[config.mk]
export PLATFORM = sky130hd
export DESIGN_NAME = uart_cfg_loader_flat
export DESIGN_NICKNAME = d
export VERILOG_FILES = /design/src/rtl/chirp_cfg_pkg.sv /design/src/rtl/uart_cfg_loader_if.sv /design/src/rtl/uart_rx_byte.sv /design/src/rtl/uart_cfg_loader.sv /design/src/flat_wrapper.sv
export SDC_FILE = /design/constraint.sdc
export NUM_CORES = 1
export LEC_CHECK = 0
export ABC_AREA = 1
export CAP_MARGIN = 10
export CELL_PAD_IN_SITES_DETAIL_PLACEMENT = 0
export CELL_PAD_IN_SITES_GLOBAL_PLACEMENT = 1
export CORE_ASPECT_RATIO = 1.5
export CORE_MARGIN = 2
export CORE_UTILIZATION = 45
export CTS_BUF_LIST = sky130_fd_sc_hd__clkbuf_8
export DETAILED_ROUTE_END_ITERATION = 8
export GPL_TIMING_DRIVEN = 0
export PLACE_DENSITY = 0.9
export SLEW_MARGIN = 20
export SYNTH_ARGS = -nofsm -noshare
export SYNTH_HDL_FRONTEND = slang
export SYNTH_SLANG_ARGS = --single-unit
[constraint.sdc]
create_clock -name i_clk -period 3.7 [get_ports i_clk]
set_clock_uncertainty 0.2 [all_clocks]
set_input_delay 0.74 -clock i_clk [delete_from_list [all_inputs] [get_ports i_clk]]
set_output_delay 0.74 -clock i_clk [all_outputs]
set_load 0.02 [all_outputs]
[src/rtl/chirp_cfg_pkg.sv]
// Shared constants and state encodings for the chirp configuration loader.
// No logic; imported by the UART receiver and the frame parser.
// Frame layout: SYNC, CMD{opcode[7:6],addr[5:0]}, DATA, CHK = CMD ^ DATA.
package chirp_cfg_pkg;

    localparam logic [7:0] SYNC_BYTE        = 8'hA5;
    localparam logic [1:0] OPC_WRITE        = 2'b00;
    localparam logic [1:0] OPC_START        = 2'b01;
    localparam int         CLKS_PER_BIT_DEF = 1042;

    typedef enum logic [1:0] {
        P_IDLE,
        P_GOT_SYNC,
        P_GOT_CMD,
        P_GOT_DATA
    } parse_state_t;

    typedef enum logic [2:0] {
        RX_IDLE,
        RX_START,
        RX_DATA,
        RX_STOP,
        RX_WAIT_HIGH
    } rx_state_t;

endpackage

[src/rtl/uart_cfg_loader_if.sv]
// Register-write / control strobe bundle from the config loader to chirpmod.
// Pure wiring; strobes are single-cycle, no backpressure.
// addr/data hold their value between write strobes.
interface uart_cfg_loader_if #(
    parameter int ADDR_WIDTH = 6,
    parameter int DATA_WIDTH = 8
);
    logic                  o_wr_en;
    logic [ADDR_WIDTH-1:0] o_addr;
    logic [DATA_WIDTH-1:0] o_data;
    logic                  o_start;
    logic                  o_err;
    logic                  o_busy;

    modport master (
        output o_wr_en, o_addr, o_data, o_start, o_err, o_busy
    );

    modport slave (
        input  o_wr_en, o_addr, o_data, o_start, o_err, o_busy
    );
endinterface

[src/rtl/uart_rx_byte.sv]
// 8N1 UART byte receiver with 2-FF input synchroniser.
// Latency: byte_valid one cycle after the mid-stop-bit sample.
// No backpressure: byte_valid/frame_err are single-cycle pulses.
module uart_rx_byte
    import chirp_cfg_pkg::*;
#(
    parameter int CLKS_PER_BIT = CLKS_PER_BIT_DEF
) (
    input  logic       clk,
    input  logic       rst_n,
    input  logic       rx,
    output logic       byte_valid,
    output logic [7:0] rx_byte,
    output logic       frame_err,
    output logic       rx_active
);
    localparam int            CW   = $clog2(CLKS_PER_BIT);
    localparam logic [CW-1:0] HALF = CW'(CLKS_PER_BIT / 2);
    localparam logic [CW-1:0] LAST = CW'(CLKS_PER_BIT - 1);

    rx_state_t     state;
    logic [CW-1:0] cnt;
    logic [2:0]    bit_idx;
    logic [7:0]    shreg;
    logic          rx_meta, rx_sync, rx_prev;

    // Idle-high line: synchroniser and edge-detect flops reset to 1.
    always_ff @(posedge clk or negedge rst_n) begin
        if (!rst_n) begin
            rx_meta <= 1'b1;
            rx_sync <= 1'b1;
            rx_prev <= 1'b1;
        end else begin
            rx_meta <= rx;
            rx_sync <= rx_meta;
            rx_prev <= rx_sync;
        end
    end

    always_ff @(posedge clk or negedge rst_n) begin
        if (!rst_n) begin
            state      <= RX_IDLE;
            cnt        <= '0;
            bit_idx    <= '0;
            shreg      <= '0;
            rx_byte    <= '0;
            byte_valid <= 1'b0;
            frame_err  <= 1'b0;
        end else begin
            byte_valid <= 1'b0;
            frame_err  <= 1'b0;
            case (state)
                RX_IDLE: begin
                    cnt <= '0;
                    if (rx_prev && !rx_sync)
                        state <= RX_START;
                end
                RX_START: begin
                    if (cnt == HALF) begin
                        cnt     <= '0;
                        bit_idx <= '0;
                        state   <= rx_sync ? RX_IDLE : RX_DATA;
                    end else begin
                        cnt <= cnt + 1'b1;
                    end
                end
                RX_DATA: begin
                    if (cnt == LAST) begin
                        cnt   <= '0;
                        shreg <= {rx_sync, shreg[7:1]};
                        if (bit_idx == 3'd7)
                            state <= RX_STOP;
                        else
                            bit_idx <= bit_idx + 1'b1;
                    end else begin
                        cnt <= cnt + 1'b1;
                    end
                end
                RX_STOP: begin
                    if (cnt == LAST) begin
                        cnt <= '0;
                        if (rx_sync) begin
                            byte_valid <= 1'b1;
                            rx_byte    <= shreg;
                            state      <= RX_IDLE;
                        end else begin
                            frame_err <= 1'b1;
                            state     <= RX_WAIT_HIGH;
                        end
                    end else begin
                        cnt <= cnt + 1'b1;
                    end
                end
                RX_WAIT_HIGH: begin
                    // A held-low line must not re-trigger a start until it idles.
                    if (rx_sync)
                        state <= RX_IDLE;
                end
                default: state <= RX_IDLE;
            endcase
        end
    end

    assign rx_active = (state != RX_IDLE);

endmodule

[src/rtl/uart_cfg_loader.sv]
// UART command-frame parser: A5,CMD,DATA,CHK -> register write / start pulse.
// Latency: strobe one cycle after CHK byte_valid; timeout after TIMEOUT_BITS bit-times idle.
// No backpressure: outputs are single-cycle strobes, malformed frames are dropped with o_err.
module uart_cfg_loader
    import chirp_cfg_pkg::*;
#(
    parameter int CLKS_PER_BIT = CLKS_PER_BIT_DEF,
    parameter int ADDR_WIDTH   = 6,
    parameter int DATA_WIDTH   = 8,
    parameter int TIMEOUT_BITS = 20
) (
    input  logic              i_clk,
    input  logic              i_rst_n,
    input  logic              i_rx,
    uart_cfg_loader_if.master cfg
);
    localparam int            TMO_LIMIT = TIMEOUT_BITS * CLKS_PER_BIT;
    localparam int            TW        = $clog2(TMO_LIMIT + 1);
    localparam logic [TW-1:0] TMO_MAX   = TW'(TMO_LIMIT);

    logic       byte_valid, frame_err, rx_active;
    logic [7:0] rx_byte;

    uart_rx_byte #(
        .CLKS_PER_BIT (CLKS_PER_BIT)
    ) u_rx (
        .clk        (i_clk),
        .rst_n      (i_rst_n),
        .rx         (i_rx),
        .byte_valid (byte_valid),
        .rx_byte    (rx_byte),
        .frame_err  (frame_err),
        .rx_active  (rx_active)
    );

    parse_state_t          pstate;
    logic [7:0]            cmd_q, data_q;
    logic [TW-1:0]         tmo_cnt;
    logic                  wr_en_q, start_q, err_q;
    logic [ADDR_WIDTH-1:0] addr_q;
    logic [DATA_WIDTH-1:0] wdata_q;

    always_ff @(posedge i_clk or negedge i_rst_n) begin
        if (!i_rst_n) begin
            pstate  <= P_IDLE;
            cmd_q   <= '0;
            data_q  <= '0;
            tmo_cnt <= '0;
            wr_en_q <= 1'b0;
            start_q <= 1'b0;
            err_q   <= 1'b0;
            addr_q  <= '0;
            wdata_q <= '0;
        end else begin
            wr_en_q <= 1'b0;
            start_q <= 1'b0;
            err_q   <= 1'b0;
            // frame_err and timeout share one branch so they never double-pulse o_err.
            if (frame_err || (pstate != P_IDLE && tmo_cnt == TMO_MAX)) begin
                err_q   <= 1'b1;
                pstate  <= P_IDLE;
                tmo_cnt <= '0;
            end else if (byte_valid) begin
                tmo_cnt <= '0;
                case (pstate)
                    P_IDLE: begin
                        if (rx_byte == SYNC_BYTE)
                            pstate <= P_GOT_SYNC;
                    end
                    P_GOT_SYNC: begin
                        cmd_q  <= rx_byte;
                        pstate <= P_GOT_CMD;
                    end
                    P_GOT_CMD: begin
                        data_q <= rx_byte;
                        pstate <= P_GOT_DATA;
                    end
                    P_GOT_DATA: begin
                        pstate <= P_IDLE;
                        if (rx_byte == (cmd_q ^ data_q) && cmd_q[7:6] == OPC_WRITE) begin
                            wr_en_q <= 1'b1;
                            addr_q  <= cmd_q[ADDR_WIDTH-1:0];
                            wdata_q <= data_q;
                        end else if (rx_byte == (cmd_q ^ data_q) && cmd_q[7:6] == OPC_START) begin
                            start_q <= 1'b1;
                        end else begin
                            err_q <= 1'b1;
                        end
                    end
                    default: pstate <= P_IDLE;
                endcase
            end else if (pstate != P_IDLE && !rx_active) begin
                // Frozen while a byte is in flight so a slow byte is never cut.
                tmo_cnt <= tmo_cnt + 1'b1;
            end
        end
    end

    assign cfg.o_wr_en = wr_en_q;
    assign cfg.o_addr  = addr_q;
    assign cfg.o_data  = wdata_q;
    assign cfg.o_start = start_q;
    assign cfg.o_err   = err_q;
    assign cfg.o_busy  = (pstate != P_IDLE);

endmodule

[src/flat_wrapper.sv]
// flat-port wrapper written by rule: the top's interface ports become plain ports
module uart_cfg_loader_flat import chirp_cfg_pkg::*;
#(
    parameter int CLKS_PER_BIT = CLKS_PER_BIT_DEF,
    parameter int ADDR_WIDTH   = 6,
    parameter int DATA_WIDTH   = 8,
    parameter int TIMEOUT_BITS = 20
)
  (i_clk, i_rst_n, i_rx, cfg_o_wr_en, cfg_o_addr, cfg_o_data, cfg_o_start, cfg_o_err, cfg_o_busy);
  uart_cfg_loader_if #(.ADDR_WIDTH(ADDR_WIDTH), .DATA_WIDTH(DATA_WIDTH)) cfg_i ();
  input  logic i_clk;
  input  logic i_rst_n;
  input  logic i_rx;
  output wire logic [$bits(cfg_i.o_wr_en)-1:0] cfg_o_wr_en;
  output wire logic [$bits(cfg_i.o_addr)-1:0] cfg_o_addr;
  output wire logic [$bits(cfg_i.o_data)-1:0] cfg_o_data;
  output wire logic [$bits(cfg_i.o_start)-1:0] cfg_o_start;
  output wire logic [$bits(cfg_i.o_err)-1:0] cfg_o_err;
  output wire logic [$bits(cfg_i.o_busy)-1:0] cfg_o_busy;
  assign cfg_o_wr_en = cfg_i.o_wr_en;
  assign cfg_o_addr = cfg_i.o_addr;
  assign cfg_o_data = cfg_i.o_data;
  assign cfg_o_start = cfg_i.o_start;
  assign cfg_o_err = cfg_i.o_err;
  assign cfg_o_busy = cfg_i.o_busy;
  uart_cfg_loader #(.CLKS_PER_BIT(CLKS_PER_BIT), .ADDR_WIDTH(ADDR_WIDTH), .DATA_WIDTH(DATA_WIDTH), .TIMEOUT_BITS(TIMEOUT_BITS)) u_core (.i_clk(i_clk), .i_rst_n(i_rst_n), .i_rx(i_rx), .cfg(cfg_i));
endmodule
==> impl_results.md, run 1 <==
- Outcome: complete, no violations
- Deepest clock path buffer count: 2
- Commonest non-fill, non-tap cells in the layout: 148 x nand2_1, 85 x dfrtp_1, 65 x inv_1
- Clk root buf: clkbuf_8
- Syn Area/Cell: roughly 8.2 µm²
- Commonest non-fill, non-tap cell in the layout: nand2_1
- Clock latency on the worst-skew pair: roughly 0.37 ns
- Yosys warnings: 0
- RSZ-0062 raised after global routing: false
- Crit Path Class: reg2out
- Power Density: 403.1 mW/mm²
- Mapped Area: 0.004364 mm²
- CTS tree: done
- Crit-path cells: inv_1 -> ha_1 -> inv_1 -> clkdlybuf4s50_1
- CP endpoint kind: output port
- Core box area: 0.009579 mm²
- GPL Wtd Cong: ~0.81
- Hold buffers post-CTS: 0
- Initial DRC count: 202
- Final slew viol count: 0
- # setup viols final: 0
- Worst-path maximum fanout: 4
- Rel. slew slack: 0.5178
- Post-CTS Resized: 0
- Max Clk Rate: around 0.36 GHz
- Post-layout util: 0.5146
- Drt via density: 5.098
- H-tree depth: 3
- Initial antenna violation count: 0
- Max Cap Viol: 0
- Largest net degree at the start of global routing: 57
- Sequential power share: 0.518
- Combinational share of power: 0.135
- NetSw: 0.0005808 W
- GRT Overall Usage: 0.1807
- Largest area contributor in the netlist: dfrtp_1
- DRC: 0
- Cell count after synthesis: 535
- First-pass GRT wire length: 15.49 mm
- # diodes: 0
- Register area share after synthesis: 0.5054
- Fin. Hold Viols: 0
- Top cells by area, synth: dfrtp_1 49%, nand2_1 13%, inv_1 5.5%
- Critical Path AT: roughly 1.8 ns
- Dpl hpwl: 6.347 mm
- CP Data Required Time: 2.76 ns
- Max incr delay on CP: 0.63 ns
- Final wirelength: ~8.7 mm
- P_leak: 2.354 nW
- Slowest cell on crit path: clkdlybuf4s50_1
- Min cycle time layout: about 2.8 ns
- Number of buffers created by CTS: 9
- Layout area overhead: 12.96%
- PortBufs: 20
- Slew @ Worst Pin: 0.7232 ns
- Peak VDD IR: 0.2558 mV
- Post-CTS setup buffers: 0
- Chip height: 124.6 µm
- Clock Pin Slew Worst Setup and Hold Paths: ~0.090 ns
- Finished Layout Cells: 687
- Row Count: 44
- Final net count: 580
- Yosys reg bits: 88
- Post-Place Cells: 671
- Avg WL per Cell: 12.61 µm
- Clock share of power: 0.348
- Nature of the critical path startpoint: flip-flop
- Tcrit/Tclk final: 0.7489
- Layout cells sized above 1: 0.08916
- Die area: 0.01052 mm²
- Worst hold path class: reg2reg
- Yosys cell types: 36
- Ports: 21
- GR Overflow Total: 0
- Synth top area share: 0.4874
- Power Internal: 0.001406 W
- Met2 usage: 0.3077
- Vias in the first global route: 3437
- M3 GR Usage: 0.04109
- Via count: 3502
- GR Layer Usage met1: 0.2234
- Mapped Nets: roughly 550
- Clk sink count: 88
- Initial core utilization: 0.4556
- GRT busiest layer: met2
- Die Width: 84.41 µm
- Router iterations before antenna repair: 4
- Switching power share of the total: 0.2923
- Remaining antenna violation count: 0
- Most used cell, CP: inv_1
-- final cells by class --
cell class	instances	area (µm²)
sequential	88	2206
timing repair buffer	21	217.7
clock buffer	9	123.9
buffer	10	65.06
fill	922	4649
clock inverter	7	80.08
inverter	69	259.0
tap	115	143.9
multi-input combinational	368	1834
-- power by group through the flow --
stage | combinational (W) | sequential (W) | clock, W
2_1_floorplan | 0.000195 | 0.00104 | 0
3_3_place_gp | 0.000257 | 0.00105 | 0
3_5_place_dp | 0.000271 | 0.00105 | 0
4_1_cts | 0.000272 | 0.00103 | 0.000713
5_1_grt | 0.000315 | 0.00103 | 0.000750
6_report | 0.000268 | 0.00103 | 0.000691
-- worst max-delay path: cells and delay by family, from the launching register on --
family | cells | cell delay, ns
adders and majority gates | 1 | 0.21
buffers and inverters | 3 | 0.86
DFF | 1 | 0.39
-- synth_stat cells, drive strengths merged --
| master | instances |
|---|---|
| a21oi | 16 |
| nand2 | 154 |
| dfstp | 3 |
| a31oi | 4 |
| nor4 | 2 |
| ha | 10 |
| dfrtp | 85 |
| o21bai | 2 |
| nand4 | 13 |
| nor2 | 43 |
| or2 | 2 |
| o21ai | 54 |
| nand3b | 2 |
| nor3 | 12 |
| inv | 69 |
| xnor2 | 6 |
| xor2 | 1 |
| a21boi | 1 |
| clkbuf | 1 |
| o211a | 1 |
| nand3 | 43 |
| o22ai | 1 |
| o211ai | 1 |
| buf | 9 |
-- registers in the layout (all words and copies together), names as in the netlist, 2 cells and up --
signal               cells
u_core.u_rx.state        3
u_core.u_rx.shreg        8
u_core.u_rx.cnt         11
u_core.u_rx.bit_idx      3
u_core.pstate            2
u_core.tmo_cnt          15
u_core.cfg.o_addr        6
u_core.data_q            8
u_core.cfg.o_data        8
u_core.cmd_q             8
u_core.u_rx.rx_byte      8
-- routing by layer --
metal  vias to the layer above  share of wire
met2                        41           0.51
met1                      1644           0.44
met3                        13          0.028
met4                         0          0.019
met5                         -              0
li1                       1804              -
-- kinds of logic (layout without fill, tap and decap cells) --
| group | count (synthesis) | count (layout) | share of synthesized area |
|---|---|---|---|
| buffers and inverters | 79 | 116 | 0.07425 |
| AND/OR/NAND/NOR | 271 | 271 | 0.2801 |
| AO/OA/AOI/OAI | 80 | 80 | 0.09748 |
| adder cells (fa/ha/maj) | 10 | 10 | 0.02867 |
| flip-flops | 88 | 88 | 0.5054 |
| XOR/XNOR | 7 | 7 | 0.01405 |
-- through the flow --
stage / setup TNS [ns] / total power, W / instance area, µm² / hold WS [ns] / setup WS [ns]
3_3_place_gp: -124.88 / 0.001303 / 4708 / 0.1462 / -1.459
6_report: 0 / 0.001987 / 4930 / 0.1617 / 0.9289
4_1_cts: 0 / 0.002013 / 4930 / 0.1632 / 0.9091
2_1_floorplan: 0 / 0.001234 / 4364 / 0.1452 / 1.807
3_5_place_dp: 0 / 0.001318 / 4726 / 0.1485 / 1.329
5_1_grt: 0 / 0.002099 / 4930 / 0.1734 / 0.8247
-- final timing paths --
check	depth (start not counted)	slack (ns)	endpoint	start
max	4	0.93	cfg_o_busy	u_core.pstate[0]
min reg2reg	0	0.16	u_core.u_rx.rx_sync	u_core.u_rx.rx_meta
min in group asynchronous	1	0.21	u_core.cfg.o_wr_en	i_rst_n
min	0	0.16	u_core.u_rx.rx_sync	u_core.u_rx.rx_meta
max reg2reg	11	1.65	u_core.u_rx.cnt[5]	u_core.u_rx.cnt[1]
max in group asynchronous	2	2.45	u_core.tmo_cnt[2]	i_rst_n
No activity file was read; power rests on OpenSTA's default activity.
==> run 2, diff against run 1 <==
--- a/config.mk
+++ b/config.mk
@@ -11,7 +11,7 @@
 export CELL_PAD_IN_SITES_GLOBAL_PLACEMENT = 1
 export CORE_ASPECT_RATIO = 1.5
 export CORE_MARGIN = 2
-export CORE_UTILIZATION = 45
+export CORE_UTILIZATION = 43
 export CTS_BUF_LIST = sky130_fd_sc_hd__clkbuf_8
 export DETAILED_ROUTE_END_ITERATION = 8
 export GPL_TIMING_DRIVEN = 0
==> constraint.sdc (replaced) <==
create_clock -name i_clk -period 2.5 [get_ports i_clk]
set_clock_uncertainty 0.2 [all_clocks]
set_input_delay 0.5 -clock i_clk [delete_from_list [all_inputs] [get_ports i_clk]]
set_output_delay 0.5 -clock i_clk [all_outputs]
set_load 0.02 [all_outputs]
==> impl_results.md, run 2 (same netlist as run 1, synthesis figures left out) <==
- # setup viols final: 0
- H-tree depth: 3
- Row Count: 45
- Layout cells sized above 1: 0.08916
- P_leak: 2.356 nW
- Post-CTS Resized: 1
- Min cycle time layout: 2.220 ns
- CTS tree: done
- Remaining antenna violation count: 0
- Initial core utilization: 0.4355
- Family with the most delay on the worst path: buffers and inverters
- Post-CTS setup buffers: 0
- GPL Wtd Cong: 0.7889
- Final slew viol count: 0
- Hold buffers post-CTS: 0
- Critical Path AT: 1.52 ns
- GRT Overall Usage: 0.1752
- CP Data Required Time: 1.80 ns
- Core box area: 0.01002 mm²
- Most used cell, CP: inv_1
- DRC: 0
- Vias in the first global route: 3496
- Power Density: 587.5 mW/mm²
- Outcome: complete, but fails checks
- Top flop regs: u_core.tmo_cnt (15), u_core.u_rx.cnt (11)
- Max Cap Viol: 0
- Via count: 3499
- Tcrit/Tclk final: 0.8882
- Number of buffers created by CTS: 9
- Die Width: 86.26 µm
- Avg WL per Cell: 12.42 µm
- Slowest cell on crit path: dfrtp_1
- Register area: 0.002206 mm²
- CP endpoint kind: output port
- Fin area: 0.004925 mm²
- Final wirelength: 8.554 mm
- Initial antenna violation count: 0
- Clock Pin Slew Worst Setup and Hold Paths: 0.08 ns
- Max reg flops: 15
- Multi-input logic area: 0.001834 mm²
- Nature of the critical path startpoint: flip-flop
- Die area: 0.01099 mm²
- Largest net degree at the start of global routing: 56
- Router iterations before antenna repair: 5
- Commonest non-fill, non-tap cells in the layout: 148 x nand2_1, 85 x dfrtp_1, 65 x inv_1
- Clock latency on the worst-skew pair: 0.36 ns
- Worst hold path class: in2async
- RSZ-0062 raised after global routing: false
- Buffers and inverters on the worst path: 3
- Fill count: between 900 and 1000
- Initial DRC count: 272
- Worst-path maximum fanout: 4
- Post-Place Cells: 673
- Ports: 21
- Clk root buf: clkbuf_8
- Clk sink count: 88
- WHS: -0.01561 ns
- Crit-path cells: inv_1 -> ha_1 -> inv_1 -> dlygate4sd2_1
- Layout area overhead: 12.84%
- Reg with most FFs: u_core.tmo_cnt
- Failing checks: negative hold slack
- Finished Layout Cells: 689
- Deepest clock path buffer count: 2
- Total power: 0.002893 W
- # diodes: 0
- Final net count: 580
- Rel. slew slack: 0.5295
- Fin. Hold Viols: 23
- Slew @ Worst Pin: about 0.71 ns
- Peak VDD IR: 0.3649 mV
- First-pass GRT wire length: between 15 and 20 mm
- Chip height: 127.4 µm
- Max Clk Rate: 0.4504 GHz
- Dpl cell area: about 0.0047 mm²
- Dpl hpwl: about 6.3 mm
- Crit Path Class: reg2out
- PortBufs: 20
- Drt via density: just over 5
- Commonest non-fill, non-tap cell in the layout: nand2_1
- GR Overflow Total: 0
- Max incr delay on CP: 0.38 ns
## run 2: power breakdown
group	internal (W)	leakage [nW]	switching (W)	total [W]
clock	0.000486	0.104	0.000499	0.000985
combinational	0.000129	1.04	0.000262	0.000391
sequential	0.00148	1.21	0.0000406	0.00152
total	0.00209	2.36	0.000802	0.00289
## run 2: cell type report
cell class	count	area share
Sequential cell	88	0.4479
Multi-Input combinational cell	368	0.3725
Inverter	69	0.05259
Timing Repair Buffer	21	0.04395
Tap cell	117	0.02973
Clock buffer	10	0.02795
Buffer	10	0.01321
Clock inverter	6	0.01220
## run 2: metrics by stage
| stage | worst slack, ns | util | TNS, ns | hold WS, ns |
|---|---|---|---|---|
| 2_1_floorplan | 0.6065 | - | 0 | 0.004409 |
| 3_3_place_gp | -2.456 | 0.4700 | -212.44 | 0.1466 |
| 3_5_place_dp | 0.3763 | 0.4718 | 0 | 0.1537 |
| 4_1_cts | 0.2449 | 0.4914 | 0 | 0.004560 |
| 5_1_grt | 0.1998 | 0.4914 | 0 | 0.04376 |
| 6_report | 0.2795 | 0.4914 | 0 | -0.01561 |
## run 2: worst paths after layout
kind | from | cells past startpoint | slack, ns | endpoint
worst max register to register | u_core.pstate[0] | 12 | 0.45 | u_core.cfg.o_addr[0]
worst min-delay path | i_rst_n | 1 | -0.02 | u_core.tmo_cnt[3]
worst min register to register | u_core.u_rx.rx_meta | 0 | 0.17 | u_core.u_rx.rx_sync
worst max-delay path | u_core.pstate[0] | 4 | 0.28 | cfg_o_busy
min in group i_clk | u_core.u_rx.rx_meta | 0 | 0.17 | u_core.u_rx.rx_sync
max in group asynchronous | i_rst_n | 2 | 1.42 | u_core.u_rx.rx_prev
## run 2: worst register-to-register path: stages (launching register included)
cell and delay [ns]:
dfrtp_1 0.40, inv_1 0.11, ha_1 0.18, inv_1 0.09, nand3_1 0.08, nor2_1 0.05
nand2_2 0.07, nand4_1 0.09, nor2_2 0.30, nand2_4 0.12, buf_6 0.16, nand2_1 0.06
nand2_1 0.04
## run 2: per-layer routing
layer  vias up  global-route usage  share of wire  wire length, µm
met4         0             0.08088          0.027              231
li1       1797                   -              -                -
met3        17             0.03876          0.027              231
met2        51              0.3078           0.51             4403
met5         -                   0              0                0
met1      1634              0.2004           0.43             3688
==> run 3, diff against run 2 <==
--- a/config.mk
+++ b/config.mk
@@ -11,11 +11,12 @@
 export CELL_PAD_IN_SITES_GLOBAL_PLACEMENT = 1
 export CORE_ASPECT_RATIO = 1.5
 export CORE_MARGIN = 2
-export CORE_UTILIZATION = 43
+export CORE_UTILIZATION = 45
 export CTS_BUF_LIST = sky130_fd_sc_hd__clkbuf_8
 export DETAILED_ROUTE_END_ITERATION = 8
+export DONT_BUFFER_PORTS = 1
 export GPL_TIMING_DRIVEN = 0
-export PLACE_DENSITY = 0.9
+export PLACE_DENSITY = 0.89
 export SLEW_MARGIN = 20
 export SYNTH_ARGS = -nofsm -noshare
 export SYNTH_HDL_FRONTEND = slang
==> impl_results.md, run 3 (same netlist as run 1, synthesis figures left out) <==
- Outcome: complete, but fails checks
- Failing checks: negative hold slack
- Max Cap Viol: 0
- H-tree depth: 3
- Number of buffers created by CTS: 9
- Power Internal: around 0.0021 W
- Critical R2R Capture: u_core.tmo_cnt[12]
- Fill count: between 900 and 1000
- Peak VDD IR: 0.3721 mV
- Avg WL per Cell: 12.84 µm
- Row Count: 44
- Post-CTS Resized: 0
- Crit Path Class: reg2reg
- CP endpoint kind: flip-flop
- Final setup TNS: 0 ns
- GPL Wtd Cong: 0.8190
- Clock share of power: 0.344
- RSZ-0062 raised after global routing: false
- Initial core utilization: 0.4556
- Pre-CTS WS: between 0.3 and 0.4 ns
- Sequential power share: 0.530
- Rel. slew slack: 0.6823
- NetSw: 0.0007965 W
- Commonest non-fill, non-tap cells in the layout: 148 x nand2_1, 85 x dfrtp_1, 65 x inv_1
- DRC: 0
- Register area: 0.002206 mm²
- PortBufs: 0
- Clock latency on the worst-skew pair: 0.37 ns
- # diodes: 0
- Deepest clock path buffer count: 2
- Worst hold path class: in2async
- GR Overflow Total: 0
- Core box area: 0.009579 mm²
- Initial DRC count: 189
- Die area: 0.01052 mm²
- Fin. Hold Viols: 88
- Layout area overhead: 7.999%
- Setup WS post-layout: 0.3090 ns
- Chip height: 124.6 µm
- Max reg flops: 15
- Final wirelength: 8.564 mm
- Switching power share of the total: 0.2783
- Slew @ Worst Pin: 0.4729 ns
- Remaining antenna violation count: 0
- Via count: roughly 3400
- Initial antenna violation count: 0
- Critical Path AT: 2.25 ns
- Combinational share of power: 0.126
- Hold buffers post-CTS: 1
- Nature of the critical path startpoint: flip-flop
- Ports: 21
- Clk sink count: 88
- Dpl hpwl: 6.171 mm
- Clock Pin Slew Worst Setup and Hold Paths: 0.09 ns
- CTS tree: done
- Reg with most FFs: u_core.tmo_cnt
- GRT Overall Usage: 0.1726
- Max Clk Rate: ~0.46 GHz
- Top flop regs: u_core.tmo_cnt (15), u_core.u_rx.cnt (11)
- First-pass GRT wire length: 14.79 mm
- Vias in the first global route: around 3300
- Layout cells sized above 1: 0.08877
- Largest net degree at the start of global routing: 89
- FF-to-FF Start: u_core.pstate[1]
- Min cycle time layout: about 2.2 ns
- Router iterations before antenna repair: 4
- Worst-path maximum fanout: 9
- Multi-input logic area: 0.001834 mm²
- CP Data Required Time: 2.55 ns
- Tcrit/Tclk final: 0.8764
- Die Width: 84.41 µm
- Power Density: 607.3 mW/mm²
- Final slew viol count: 0
- Commonest non-fill, non-tap cell in the layout: nand2_1
- P_leak: 2.269 nW
- R2R depth: 12
- Drt via density: 5.078
- Post-CTS setup buffers: 0
- Total power: between 0.002 and 0.003 W
- WHS: -0.3721 ns
- # setup viols final: 0
- Clk root buf: clkbuf_8
- FF-to-FF setup slack: 0.31 ns
- Finished Layout Cells: 667
- Post-Place Cells: 650
- Final net count: 560
run 3: worst max-delay path by stage:
stage / start / to / slack (ns) / depth (start not counted)
final: u_core.pstate[1] / u_core.tmo_cnt[12] / 0.31 / 12
after global routing: u_core.pstate[0] / u_core.tmo_cnt[10] / 0.12 / 12
after global placement: u_core.pstate[0] / u_core.cmd_q[6] / 0.35 / 12
after detailed placement: u_core.pstate[0] / u_core.cmd_q[6] / 0.32 / 12
after CTS: u_core.pstate[0] / u_core.tmo_cnt[10] / 0.29 / 12
after floorplan: u_core.pstate[0] / u_core.cfg.o_addr[0] / 0.61 / 12
run 3: power by group through the flow:
stage	sequential [W]	combinational [W]	clock (W)
2_1_floorplan	0.00154	0.000289	0
3_3_place_gp	0.00155	0.000345	0
3_5_place_dp	0.00155	0.000360	0
4_1_cts	0.00152	0.000364	0.00101
5_1_grt	0.00153	0.000430	0.00108
6_report	0.00152	0.000361	0.000983
run 3: cell type report:
type	count	area share
plain buffers	10	0.01380
clock buffers	9	0.02628
clock inverters	7	0.01513
inverters	69	0.05495
multi-input cells	368	0.3892
flip-flops and latches	88	0.4680
well taps	115	0.03053
repair buffers	1	0.002124
run 3: routing by layer:
layer	vias to the layer above	routed length [µm]	GRT usage	part of all wire
li1	1754	-	-	-
met1	1582	3678	0.1957	0.43
met2	40	4535	0.3170	0.53
met3	11	179	0.02386	0.021
met4	0	170	0.07563	0.020
met5	-	0	0	0
run 3: worst max-delay path: stages (launching register included):
cell and delay [ns]:
dfrtp_1 0.41, inv_1 0.08, ha_1 0.20, inv_1 0.25, nand3_1 0.11, nor2_1 0.14
nand2_2 0.08, nand2_2 0.14, nor2_4 0.09, nand2_1 0.18, inv_1 0.09, nand2_1 0.07
nand2_1 0.05
run 3: through the flow:
stage	utilization	hold slack, ns	cell area [µm²]
floorplan	-	0.004409	4364
global placement	0.4706	0.009286	4508
detailed placement	0.4706	0.008464	4508
CTS	0.4920	-0.4035	4713
global route	0.4920	-0.4044	4713
finish	0.4920	-0.3721	4713
